$ cat config.mk
export PLATFORM = sky130hd
export DESIGN_NAME = uart_ctrl_gen2_flat
export DESIGN_NICKNAME = d
export VERILOG_FILES = /design/src/rtl/uart_ctrl_gen2_if.sv /design/src/rtl/uart_ctrl_gen2.sv /design/src/flat_wrapper.sv
export SDC_FILE = /design/constraint.sdc
export NUM_CORES = 1
export LEC_CHECK = 0
export CELL_PAD_IN_SITES_DETAIL_PLACEMENT = 1
export CELL_PAD_IN_SITES_GLOBAL_PLACEMENT = 2
export CORE_ASPECT_RATIO = 0.7
export CORE_MARGIN = 2
export CORE_UTILIZATION = 40
export DETAILED_ROUTE_END_ITERATION = 16
export GPL_ROUTABILITY_DRIVEN = 0
export MAX_ROUTING_LAYER = met4
export PLACE_DENSITY = 0.71
export SYNTH_ARGS = -nofsm -noshare
export SYNTH_HDL_FRONTEND = slang
export SYNTH_SLANG_ARGS = --single-unit
export TNS_END_PERCENT = 50
$ cat constraint.sdc
create_clock -name clk -period 3.3 [get_ports clk]
set_clock_uncertainty 0.15 [all_clocks]
set_input_delay 0.33 -clock clk [delete_from_list [all_inputs] [get_ports clk]]
set_output_delay 0.33 -clock clk [all_outputs]
set_load 0.01 [all_outputs]
$ cat src/rtl/uart_ctrl_gen2_if.sv
// Core-side word interface of uart_ctrl_gen2: single-cycle push/pop strobes with status flags.
// The master side is the CPU I/O path; the slave side is the UART.
interface uart_ctrl_gen2_if #(parameter int DATA_BITS = 8);
  logic                 send_flag;
  logic [DATA_BITS-1:0] send_data;
  logic                 send_able;
  logic                 recv_flag;
  logic [DATA_BITS-1:0] recv_data;
  logic                 recv_able;
  logic [2:0]           recv_err;
  logic                 err_clr;

  modport master (
    output send_flag, send_data, recv_flag, err_clr,
    input  send_able, recv_data, recv_able, recv_err
  );

  modport slave (
    input  send_flag, send_data, recv_flag, err_clr,
    output send_able, recv_data, recv_able, recv_err
  );
endinterface

$ cat src/rtl/uart_ctrl_gen2.sv
// UART with Tx/Rx FIFOs, 16x oversampled majority-vote receiver, parity/framing/overrun flags.
// Tx falls 2 cycles after a push into an idle path; pushes when full and pops when empty are ignored.

// Show-ahead FIFO; push while full is accepted only alongside a pop.
module uart_ctrl_gen2_fifo #(
  parameter int W     = 8,
  parameter int DEPTH = 16
) (
  input  logic         clk,
  input  logic         rst,
  input  logic         push,
  input  logic         pop,
  input  logic [W-1:0] din,
  output logic [W-1:0] dout,
  output logic         full,
  output logic         empty
);
  localparam int AW = $clog2(DEPTH);

  logic [W-1:0] mem [DEPTH];
  logic [AW:0]  wptr, rptr;
  logic         do_push, do_pop;

  assign empty   = (wptr == rptr);
  assign full    = (wptr[AW-1:0] == rptr[AW-1:0]) && (wptr[AW] != rptr[AW]);
  assign do_pop  = pop && !empty;
  assign do_push = push && (!full || do_pop);
  assign dout    = mem[rptr[AW-1:0]];

  always_ff @(posedge clk or posedge rst) begin
    if (rst) begin
      wptr <= '0;
      rptr <= '0;
    end else begin
      if (do_push) wptr <= wptr + 1'b1;
      if (do_pop)  rptr <= rptr + 1'b1;
    end
  end

  always_ff @(posedge clk) begin
    if (do_push) mem[wptr[AW-1:0]] <= din;
  end
endmodule

module uart_ctrl_gen2 #(
  parameter int DATA_BITS  = 8,
  parameter int FIFO_DEPTH = 16,
  parameter int CLK_RATE   = 100000000,
  parameter int BAUD_RATE  = 9600,
  parameter int PARITY     = 1,
  parameter int STOP_BITS  = 1
) (
  input  logic              clk,
  input  logic              rst,
  uart_ctrl_gen2_if.slave   bus,
  output logic              Tx,
  input  logic              Rx
);
  localparam int DIV     = CLK_RATE / (BAUD_RATE * 16);
  localparam int BIT_CYC = 16 * DIV;
  localparam int BCW     = $clog2(BIT_CYC);
  localparam int DCW     = $clog2(DIV);
  localparam bit ODD     = (PARITY == 2);

  // ---------------- Tx path ----------------
  typedef enum logic [2:0] {T_IDLE, T_START, T_DATA, T_PAR, T_STOP} tx_state_t;

  tx_state_t            tx_state;
  logic [DATA_BITS-1:0] tx_dout, tx_shreg;
  logic                 tx_full, tx_empty, tx_pop, tx_par, tx_last;
  logic [BCW-1:0]       tx_cnt;
  logic [3:0]           tx_idx;

  assign tx_last = (tx_cnt == BCW'(BIT_CYC - 1));
  // Pop on idle, or straight out of the final stop bit for back-to-back frames.
  assign tx_pop  = !tx_empty && ((tx_state == T_IDLE) ||
                   (tx_state == T_STOP && tx_last && tx_idx == 4'(STOP_BITS - 1)));
  assign bus.send_able = !tx_full;

  uart_ctrl_gen2_fifo #(.W(DATA_BITS), .DEPTH(FIFO_DEPTH)) u_tx_fifo (
    .clk, .rst, .push(bus.send_flag), .pop(tx_pop), .din(bus.send_data),
    .dout(tx_dout), .full(tx_full), .empty(tx_empty)
  );

  always_ff @(posedge clk or posedge rst) begin
    if (rst) begin
      tx_state <= T_IDLE;
      Tx       <= 1'b1;
      tx_cnt   <= '0;
      tx_idx   <= '0;
      tx_shreg <= '0;
      tx_par   <= 1'b0;
    end else if (tx_pop) begin
      tx_state <= T_START;
      Tx       <= 1'b0;
      tx_cnt   <= '0;
      tx_shreg <= tx_dout;
      tx_par   <= (^tx_dout) ^ ODD;
    end else if (tx_state != T_IDLE) begin
      tx_cnt <= tx_last ? '0 : tx_cnt + 1'b1;
      if (tx_last) begin
        case (tx_state)
          T_START: begin
            Tx       <= tx_shreg[0];
            tx_idx   <= '0;
            tx_state <= T_DATA;
          end
          T_DATA: begin
            if (tx_idx == 4'(DATA_BITS - 1)) begin
              Tx       <= (PARITY != 0) ? tx_par : 1'b1;
              tx_idx   <= '0;
              tx_state <= (PARITY != 0) ? T_PAR : T_STOP;
            end else begin
              Tx       <= tx_shreg[1];
              tx_shreg <= tx_shreg >> 1;
              tx_idx   <= tx_idx + 1'b1;
            end
          end
          T_PAR: begin
            Tx       <= 1'b1;
            tx_state <= T_STOP;
          end
          default: begin
            if (tx_idx == 4'(STOP_BITS - 1)) begin
              Tx       <= 1'b1;
              tx_state <= T_IDLE;
            end else begin
              tx_idx <= tx_idx + 1'b1;
            end
          end
        endcase
      end
    end
  end

  // ---------------- Rx path ----------------
  typedef enum logic [2:0] {R_IDLE, R_START, R_DATA, R_PAR, R_STOP, R_WAIT} rx_state_t;

  rx_state_t            rx_state;
  logic                 rx_meta, rxs, tick, s7, s8, maj, decide;
  logic [DCW-1:0]       div_cnt;
  logic [3:0]           phase, rx_idx;
  logic [DATA_BITS-1:0] rx_shreg;
  logic                 rx_par_err, rx_push, rx_full, rx_empty, rx_drop, overrun;
  logic [DATA_BITS+1:0] rx_dout;

  assign tick    = (div_cnt == DCW'(DIV - 1));
  assign maj     = (s7 & s8) | (s7 & rxs) | (s8 & rxs);
  assign decide  = tick && (phase == 4'd9);
  assign rx_push = decide && (rx_state == R_STOP);
  // When full, the pop strobe is effective, so it alone decides whether the word fits.
  assign rx_drop = rx_push && rx_full && !bus.recv_flag;

  uart_ctrl_gen2_fifo #(.W(DATA_BITS + 2), .DEPTH(FIFO_DEPTH)) u_rx_fifo (
    .clk, .rst, .push(rx_push), .pop(bus.recv_flag), .din({rx_shreg, ~maj, rx_par_err}),
    .dout(rx_dout), .full(rx_full), .empty(rx_empty)
  );

  assign bus.recv_able = !rx_empty;
  assign bus.recv_data = rx_empty ? '0 : rx_dout[DATA_BITS+1:2];
  assign bus.recv_err  = {overrun, rx_empty ? 2'b00 : rx_dout[1:0]};

  always_ff @(posedge clk or posedge rst) begin
    if (rst) begin
      rx_meta <= 1'b1;
      rxs     <= 1'b1;
      div_cnt <= '0;
      overrun <= 1'b0;
    end else begin
      rx_meta <= Rx;
      rxs     <= rx_meta;
      div_cnt <= tick ? '0 : div_cnt + 1'b1;
      if (rx_drop)          overrun <= 1'b1;
      else if (bus.err_clr) overrun <= 1'b0;
    end
  end

  always_ff @(posedge clk or posedge rst) begin
    if (rst) begin
      rx_state   <= R_IDLE;
      phase      <= '0;
      rx_idx     <= '0;
      s7         <= 1'b1;
      s8         <= 1'b1;
      rx_shreg   <= '0;
      rx_par_err <= 1'b0;
    end else begin
      case (rx_state)
        R_IDLE: if (tick && !rxs) begin
          rx_state <= R_START;
          phase    <= '0;
        end
        R_WAIT: if (rxs) rx_state <= R_IDLE;
        default: if (tick) begin
          phase <= phase + 1'b1;
          if (phase == 4'd7) s7 <= rxs;
          if (phase == 4'd8) s8 <= rxs;
          if (decide) begin
            case (rx_state)
              R_START: begin
                rx_state   <= maj ? R_IDLE : R_DATA;
                rx_idx     <= '0;
                rx_par_err <= 1'b0;
              end
              R_DATA: begin
                rx_shreg <= {maj, rx_shreg[DATA_BITS-1:1]};
                rx_idx   <= rx_idx + 1'b1;
                if (rx_idx == 4'(DATA_BITS - 1))
                  rx_state <= (PARITY != 0) ? R_PAR : R_STOP;
              end
              R_PAR: begin
                rx_par_err <= ((^rx_shreg) ^ maj) != ODD;
                rx_state   <= R_STOP;
              end
              default: rx_state <= R_WAIT;
            endcase
          end
        end
      endcase
    end
  end
endmodule

$ cat src/flat_wrapper.sv
// flat-port wrapper written by rule: the top's interface ports become plain ports
module uart_ctrl_gen2_flat 
#(
  parameter int DATA_BITS  = 8,
  parameter int FIFO_DEPTH = 16,
  parameter int CLK_RATE   = 100000000,
  parameter int BAUD_RATE  = 9600,
  parameter int PARITY     = 1,
  parameter int STOP_BITS  = 1
)
  (clk, rst, Tx, Rx, bus_send_flag, bus_send_data, bus_recv_flag, bus_err_clr, bus_send_able, bus_recv_data, bus_recv_able, bus_recv_err);
  uart_ctrl_gen2_if #(.DATA_BITS(DATA_BITS)) bus_i ();
  input  logic clk;
  input  logic rst;
  output logic Tx;
  input  logic Rx;
  input wire logic [$bits(bus_i.send_flag)-1:0] bus_send_flag;
  input wire logic [$bits(bus_i.send_data)-1:0] bus_send_data;
  input wire logic [$bits(bus_i.recv_flag)-1:0] bus_recv_flag;
  input wire logic [$bits(bus_i.err_clr)-1:0] bus_err_clr;
  output wire logic [$bits(bus_i.send_able)-1:0] bus_send_able;
  output wire logic [$bits(bus_i.recv_data)-1:0] bus_recv_data;
  output wire logic [$bits(bus_i.recv_able)-1:0] bus_recv_able;
  output wire logic [$bits(bus_i.recv_err)-1:0] bus_recv_err;
  assign bus_i.send_flag = bus_send_flag;
  assign bus_i.send_data = bus_send_data;
  assign bus_i.recv_flag = bus_recv_flag;
  assign bus_i.err_clr = bus_err_clr;
  assign bus_send_able = bus_i.send_able;
  assign bus_recv_data = bus_i.recv_data;
  assign bus_recv_able = bus_i.recv_able;
  assign bus_recv_err = bus_i.recv_err;
  uart_ctrl_gen2 #(.DATA_BITS(DATA_BITS), .FIFO_DEPTH(FIFO_DEPTH), .CLK_RATE(CLK_RATE), .BAUD_RATE(BAUD_RATE), .PARITY(PARITY), .STOP_BITS(STOP_BITS)) u_core (.clk(clk), .rst(rst), .bus(bus_i), .Tx(Tx), .Rx(Rx));
endmodule
# Yosys cells after proc, flatten, opt, wreduce, memory -nomap -nowiden
# Memories as Yosys holds them, arrays and structs flattened.
# Cells that the tools add are included.
[classes]
n_addsub = 9
eq_ne = 28
n_mux = 45
bitwise_logic = 11
n_reduce_logical = 51
[ops]
columns = ["cell", "n"]
rows = [
  ["$mux W8", 6],
  ["$mux W14", 3],
  ["$mux W3", 10],
  ["$add A5 B1 Y5 const B", 4],
  ["$reduce_and A4 Y1", 5],
  ["$pmux W3 S3", 2],
  ["$mux W4", 4],
  ["$pmux W4 S2", 2],
  ["$reduce_xor A8 Y1", 2],
  ["$add A14 B1 Y14 const B", 1],
  ["$eq A14 B14 Y1 const B", 1],
  ["$logic_and A1 B1 Y1", 14],
  ["$reduce_bool A2 Y1", 7],
  ["$add A4 B1 Y4 const B", 3],
  ["$eq A3 B2 Y1 const B", 4],
  ["$eq A4 B3 Y1 const B", 3],
  ["$pmux W4 S3", 1],
  ["$reduce_and A3 Y1", 4],
  ["$mux W1", 11],
  ["$add A10 B1 Y10 const B", 1],
  ["$eq A10 B10 Y1 const B", 1],
  ["$eq A5 B5 Y1", 2],
  ["$mux W10", 1],
  ["$reduce_and A5 Y1", 2],
  ["25 further kinds", 50],
]
[totals]
ff_bits = 86
ramBits = 288
input_bits = 14
out_inout_bits = 14
mem_count = 2
[memory_table]
columns = ["memory", "words", "word_bits", "rd", "rd_clocked_by_memory_dff", "write_ports", "line_no", "source"]
rows = [
  ["u_core.u_rx_fifo.mem", 16, 10, 1, 0, 1, "uart_ctrl_gen2.sv:20", "logic [W-1:0] mem [DEPTH];"],
  ["u_core.u_tx_fifo.mem", 16, 8, 1, 0, 1, "uart_ctrl_gen2.sv:20", ""],
]

# Logic depth before layout (Yosys ltp)
[logic_depth]
depth_word = 10
mapped_depth = 10
depth_no_buf = 9

# Modules after synthesis
# Synthesis repeated with hierarchy kept, for this count alone.
[unflattened]
cells_unflattened = 954
area_unflattened_um2 = 15951.5
[by_module_without_submodules]
columns = ["mod", "instances", "cells_each", "area_per_inst_um2", "seq_area_each_um2"]
rows = [
  ["uart_ctrl_gen2_fifo (u_core.u_rx_fifo)", 1, 318, 6785.3, 5054.8],
  ["uart_ctrl_gen2_fifo (u_core.u_tx_fifo)", 1, 268, 5495.3, 4093.9],
  ["uart_ctrl_gen2", 1, 368, 3671.0, 1657.8],
]

# Worst setup path after synthesis
# No wires, ideal clock.
[synth_path]
kind = "reg-to-reg"
start = "register u_core.div_cnt[5]"
end = "memory u_core.u_rx_fifo.mem[3][0] in the netlist's numbering, enable pin"
t_arrival_ps = 2892
required_time_ps = 2760
path_slack_ps = -132
stages_incl_launch_ff = 9
n_path_buf = 1
synth_period_minus_slack_ps = 3432
cell_sequence = "dfrtp_1 > or4b_1 > or3_1 > buf_6 > nor2_1 > nand3_1 > nor2_2 > nand2_1 > nor3_1"
[synth_between]
elab_chain_len = 6
[synth_lines]
columns = ["element", "line_no", "source"]
rows = [
  ["from (decl)", "uart_ctrl_gen2.sv:141", "logic [DCW-1:0] div_cnt;"],
  ["from (signal assigned)", "uart_ctrl_gen2.sv:172", "div_cnt <= tick ? '0 : div_cnt + 1'b1;"],
  ["$eq A10 B10 Y1", "uart_ctrl_gen2.sv:147", "assign tick = (div_cnt == DCW'(DIV - 1));"],
  ["$logic_and A1 B1 Y1", "uart_ctrl_gen2.sv:149", "assign decide = tick && (phase == 4'd9);"],
  ["$logic_and A1 B1 Y1", "uart_ctrl_gen2.sv:150", "assign rx_push = decide && (rx_state == R_STOP);"],
  ["$logic_and A1 B1 Y1", "uart_ctrl_gen2.sv:27", "assign do_push = push && (!full || do_pop);"],
  ["$mux W1", "uart_ctrl_gen2.sv:41", "if (do_push) mem[wptr[AW-1:0]] <= din;"],
  ["$mux W1 (not written as such)", "uart_ctrl_gen2.sv:41", ""],
  ["to (decl)", "uart_ctrl_gen2.sv:20", ""],
]
# No other way between the ends.

# Worst setup path after layout
[layout_path]
start = "register u_core.u_rx_fifo.rptr[0]"
end = "output bus_recv_data[4]"
[layout_between]
elab_chain_len = 2
word_cells_on_any_way = 3
classes_between = "eq/ne (1); mux (1); memory (1)"
[layout_lines]
columns = ["element", "line_no", "source"]
rows = [
  ["from (decl)", "uart_ctrl_gen2.sv:21", "logic [AW:0] wptr, rptr;"],
  ["from (signal assigned)", "uart_ctrl_gen2.sv:36", "if (do_pop) rptr <= rptr + 1'b1;"],
  ["$mem_v2 Z16 W10 or $eq A5 B5 Y1 (tied branches)", "--", ""],
  ["$mux W8 (*)", "uart_ctrl_gen2.sv:160", "assign bus.recv_data = rx_empty ? '0 : rx_dout[DATA_BITS+1:2];"],
  ["to (decl)", "flat_wrapper.sv:22", "output wire logic [$bits(bus_i.recv_data)-1:0] bus_recv_data;"],
]
# Every way passes the cells marked *; elsewhere a longest branch is shown, timed or not.

==> results.yml <==
grt:
  antenna_found_initial: 0
  grt_max_degree: 54
  grt_pass1_vias: 8832
  track_usage_pct: 19.0
  grt.overflow.total: 0
  grt_pass1_wl_mm: 55.7
worst_setup_path:
  max_stage_delay_ns: 0.57
  r2r_slack_ns: 0.21
  critPathBufInv: 3
  cp.depth: 6
  cp.arrival_ns: 2.72
  worstSetupPathType: "flip-flop to primary output"
  rr_endpoint: "u_core.u_rx_fifo.mem[8][6]"
  critical-path-top-delay-family: "multiplexers"
  r2r_start: "u_core.div_cnt[5]"
  cp_max_fo: 7
  cp.required_ns: 2.82
  timing.critical_path.mode_cell: "mux4_2"
  crit_chain: "buf_4 > buf_12 > mux4_2 > mux4_2 > nor2b_1 > dlygate4sd2_1"
  cp-startpoint: "u_core.u_rx_fifo.rptr[0]"
  setup.worst_path.end: "bus_recv_data[4]"
  crit_path_start_kind: "flip-flop"
  cp_slowest_cell: "mux4_2"
  end_kind: "primary output"
  ff2ff_path_depth: 8
synthesis:
  synth_edf_count: 288
  synth.distinct_cells: 56
  ys_ff_latch: 374
  yosysWarnings: 0
  yosysSeqAreaShare_pct: 69.6
  postSynth.asyncResetShare_pct: 23.0
  syn-num-nets: 962
  syn_avg_cell_area_um2: 16.7
  netlist_instances: 929
  syn-cell-area_um2: 15500
  ys.flop_type: "edfxtp_1"
route:
  remaining_drc_errors: 0
  avgViaCountPerCell: 5.31
  totalWireLength_mm: 35.4
  drt-pass1-iter-count: 4
  vias: 8358
  wl_per_cell_um: 22.5
  drtIter0Drc: 680
  drtAntennaViolNets: 0
clock_network:
  cts_hold_buf: 0
  cts-root-buf: "clkbuf_16"
  cts_tree: "yes"
  ctsLongestPathBuffers: 3
  numCtsBuffers: 38
  clock_latency_ns: 0.54
  cts.sinks: 374
  h-tree-depth: 2
  cts.clk_slew.worst_paths_ns: 0.06
floorplan:
  die-area_um2: 40400
  start_util_pct: 40.5
  core_area_um2: 38400
  die_w_um: 239
  row_count: 60
  fp.dieH_um: 169
  io_pins: 28
timing:
  finalHoldViolCount: 0
  rsz0062_at_grt: "no"
  period_share_pct: 96.9
  max_freq_mhz: 313
  setup_viol: 0
  slew_headroom_pct: 44.9
  maxSlewViolCount: 0
  whs_ns: 0.0569
  post-route-min-period_ns: 3.20
  worstMarginPinSlew_ns: 0.826
  final.setup.tns_ns: 0
flow_run:
  maxCapViolCount: 0
finish:
  layout_commonest_cell: "edfxtp_1"
  drive_gt1_share_pct: 22.2
  synthToLayoutAreaGrowth_pct: 17.2
  num_antenna_cells: 0
  fin_nets: 1050
  mostFrequentLayoutCells: "288 x edfxtp_1, 82 x mux4_2, 78 x dfrtp_1, 58 x nand2_1"
pwr:
  power.density_nw_per_um2: 627
  p_leak_nw: 6.69
  ir_worst_vdd_uv: 351
status:
  outcome: "finished clean"
place:
  portBuffers: 27
  dp_hpwl_mm: 23.3
hold_path:
  hold_path_class: "input pin to async pin"
==> cells by family (layout without fill, tap and decap cells) <==
kind of cell | after synthesis | after routing | share of synthesized area [%]
compound gates | 93 | 93 | 3.85
flops | 374 | 374 | 69.6
mux | 93 | 93 | 12.7
buf+inv | 66 | 183 | 1.71
simple gates | 223 | 223 | 7.16
xor+xnor | 60 | 60 | 3.38
fa+ha+maj | 20 | 20 | 1.60
==> area by class of cell <==
type,instances,area [µm²]
multi-input combinational,489,4480
sequential,374,10800
inverter,22,85.1
timing repair buffer,92,866
clock inverter,24,273
tap,527,659
clock buffer,45,1020
fill,3666,20200
==> flip-flops by register name, indices dropped and copies added, names as in the netlist, 2 cells and up, named ones only <==
register and flops:
u_core.tx_idx 4, u_core.rx_state 2, u_core.u_tx_fifo.rptr 5, u_core.u_rx_fifo.wptr 5, u_core.phase 4, u_core.u_tx_fifo.mem 128, u_core.rx_idx 4, u_core.tx_cnt 14
u_core.u_tx_fifo.wptr 5, u_core.u_rx_fifo.rptr 5, u_core.tx_state 3, u_core.u_rx_fifo.mem 160, u_core.div_cnt 10, u_core.tx_shreg 8, u_core.rx_shreg 8
==> cells in the mapped netlist, types with 2 or more instances <==
library cell,instances,area [µm²]
edfxtp_1,288,8650
mux4_2,82,1850
dfrtp_1,81,2030
nand2_1,58,218
nor2_1,55,206
xnor2_1,46,403
o21ai_0,33,165
clkbuf_1,27,101
nor3_1,23,115
inv_1,21,78.8
ha_1,19,238
nor2b_1,17,106
a22oi_1,16,120
nand3_1,15,75.1
nand2b_1,14,87.6
xor2_1,14,123
a21oi_1,12,60.1
buf_1,10,37.5
mux2_2,10,113
nand4_1,9,56.3
a2bb2oi_1,7,61.3
and3_1,7,43.8
o22ai_1,7,43.8
buf_2,5,25.0
dfstp_2,5,131
o31ai_1,5,37.5
and2_1,3,18.8
and4_1,3,26.3
nand3b_1,3,22.5
o41ai_1,3,26.3
or3_1,3,18.8
a41oi_1,2,17.5
nand4b_1,2,17.5
nor4_1,2,12.5
==> where the power goes <==
part           leakage, nW  switching (mW)  internal [mW]
clock                0.629            1.80           2.68
combinational         2.04           0.743          0.724
sequential            4.02           0.190           5.28
==> routing by layer <==
metal / track usage, % / share of wire (%)
met1: 29.6 / 51
met2: 26.0 / 42
met3: 2.87 / 4.3
met4: 4.76 / 1.9
met5: - / 0
==> repair_timing <==
| action | 4_1_cts | 5_1_grt |
|---|---|---|
| resized for setup | 12 | 1 |
| endpoints found under the setup margin | 10 | 7 |
| cloned | 1 | 0 |
| buffers inserted | 5 | 0 |
==> how the worst min path moves through the flow <==
| stage | to |
|---|---|
| floorplan | u_core.rx_meta |
| global placement | u_core.rxs |
| detailed placement | u_core.rxs |
| CTS | u_core.u_rx_fifo.wptr[2] |
| global route | u_core.u_rx_fifo.wptr[2] |
| finish | u_core.u_rx_fifo.wptr[2] |
==> through the flow <==
| step | power (mW) | instance area [µm²] | util [%] | worst slack (ns) | instances |
|---|---|---|---|---|---|
| floorplan | 6.35 | 15500 | - | -0.114 | 929 |
| global placement | 6.89 | 16800 | 43.9 | 0.310 | 1498 |
| detailed placement | 6.92 | 16800 | 43.9 | 0.256 | 1498 |
| CTS | 11.6 | 18200 | 47.4 | 0.0743 | 1573 |
| global route | 11.8 | 18200 | 47.4 | 0.0127 | 1573 |
| finish | 11.4 | 18200 | 47.4 | 0.101 | 1573 |
==> worst register-to-register path, stage by stage (launching register included) <==
cell,delay [ns]
dfrtp_1,0.41
or4b_1,0.55
or3_1,0.40
nor2_1,0.23
nand3_1,0.18
nor2_2,0.24
nand2_1,0.20
nor2_1,0.18
buf_4,0.24
Note: power is estimated with default switching activity, not from simulation.
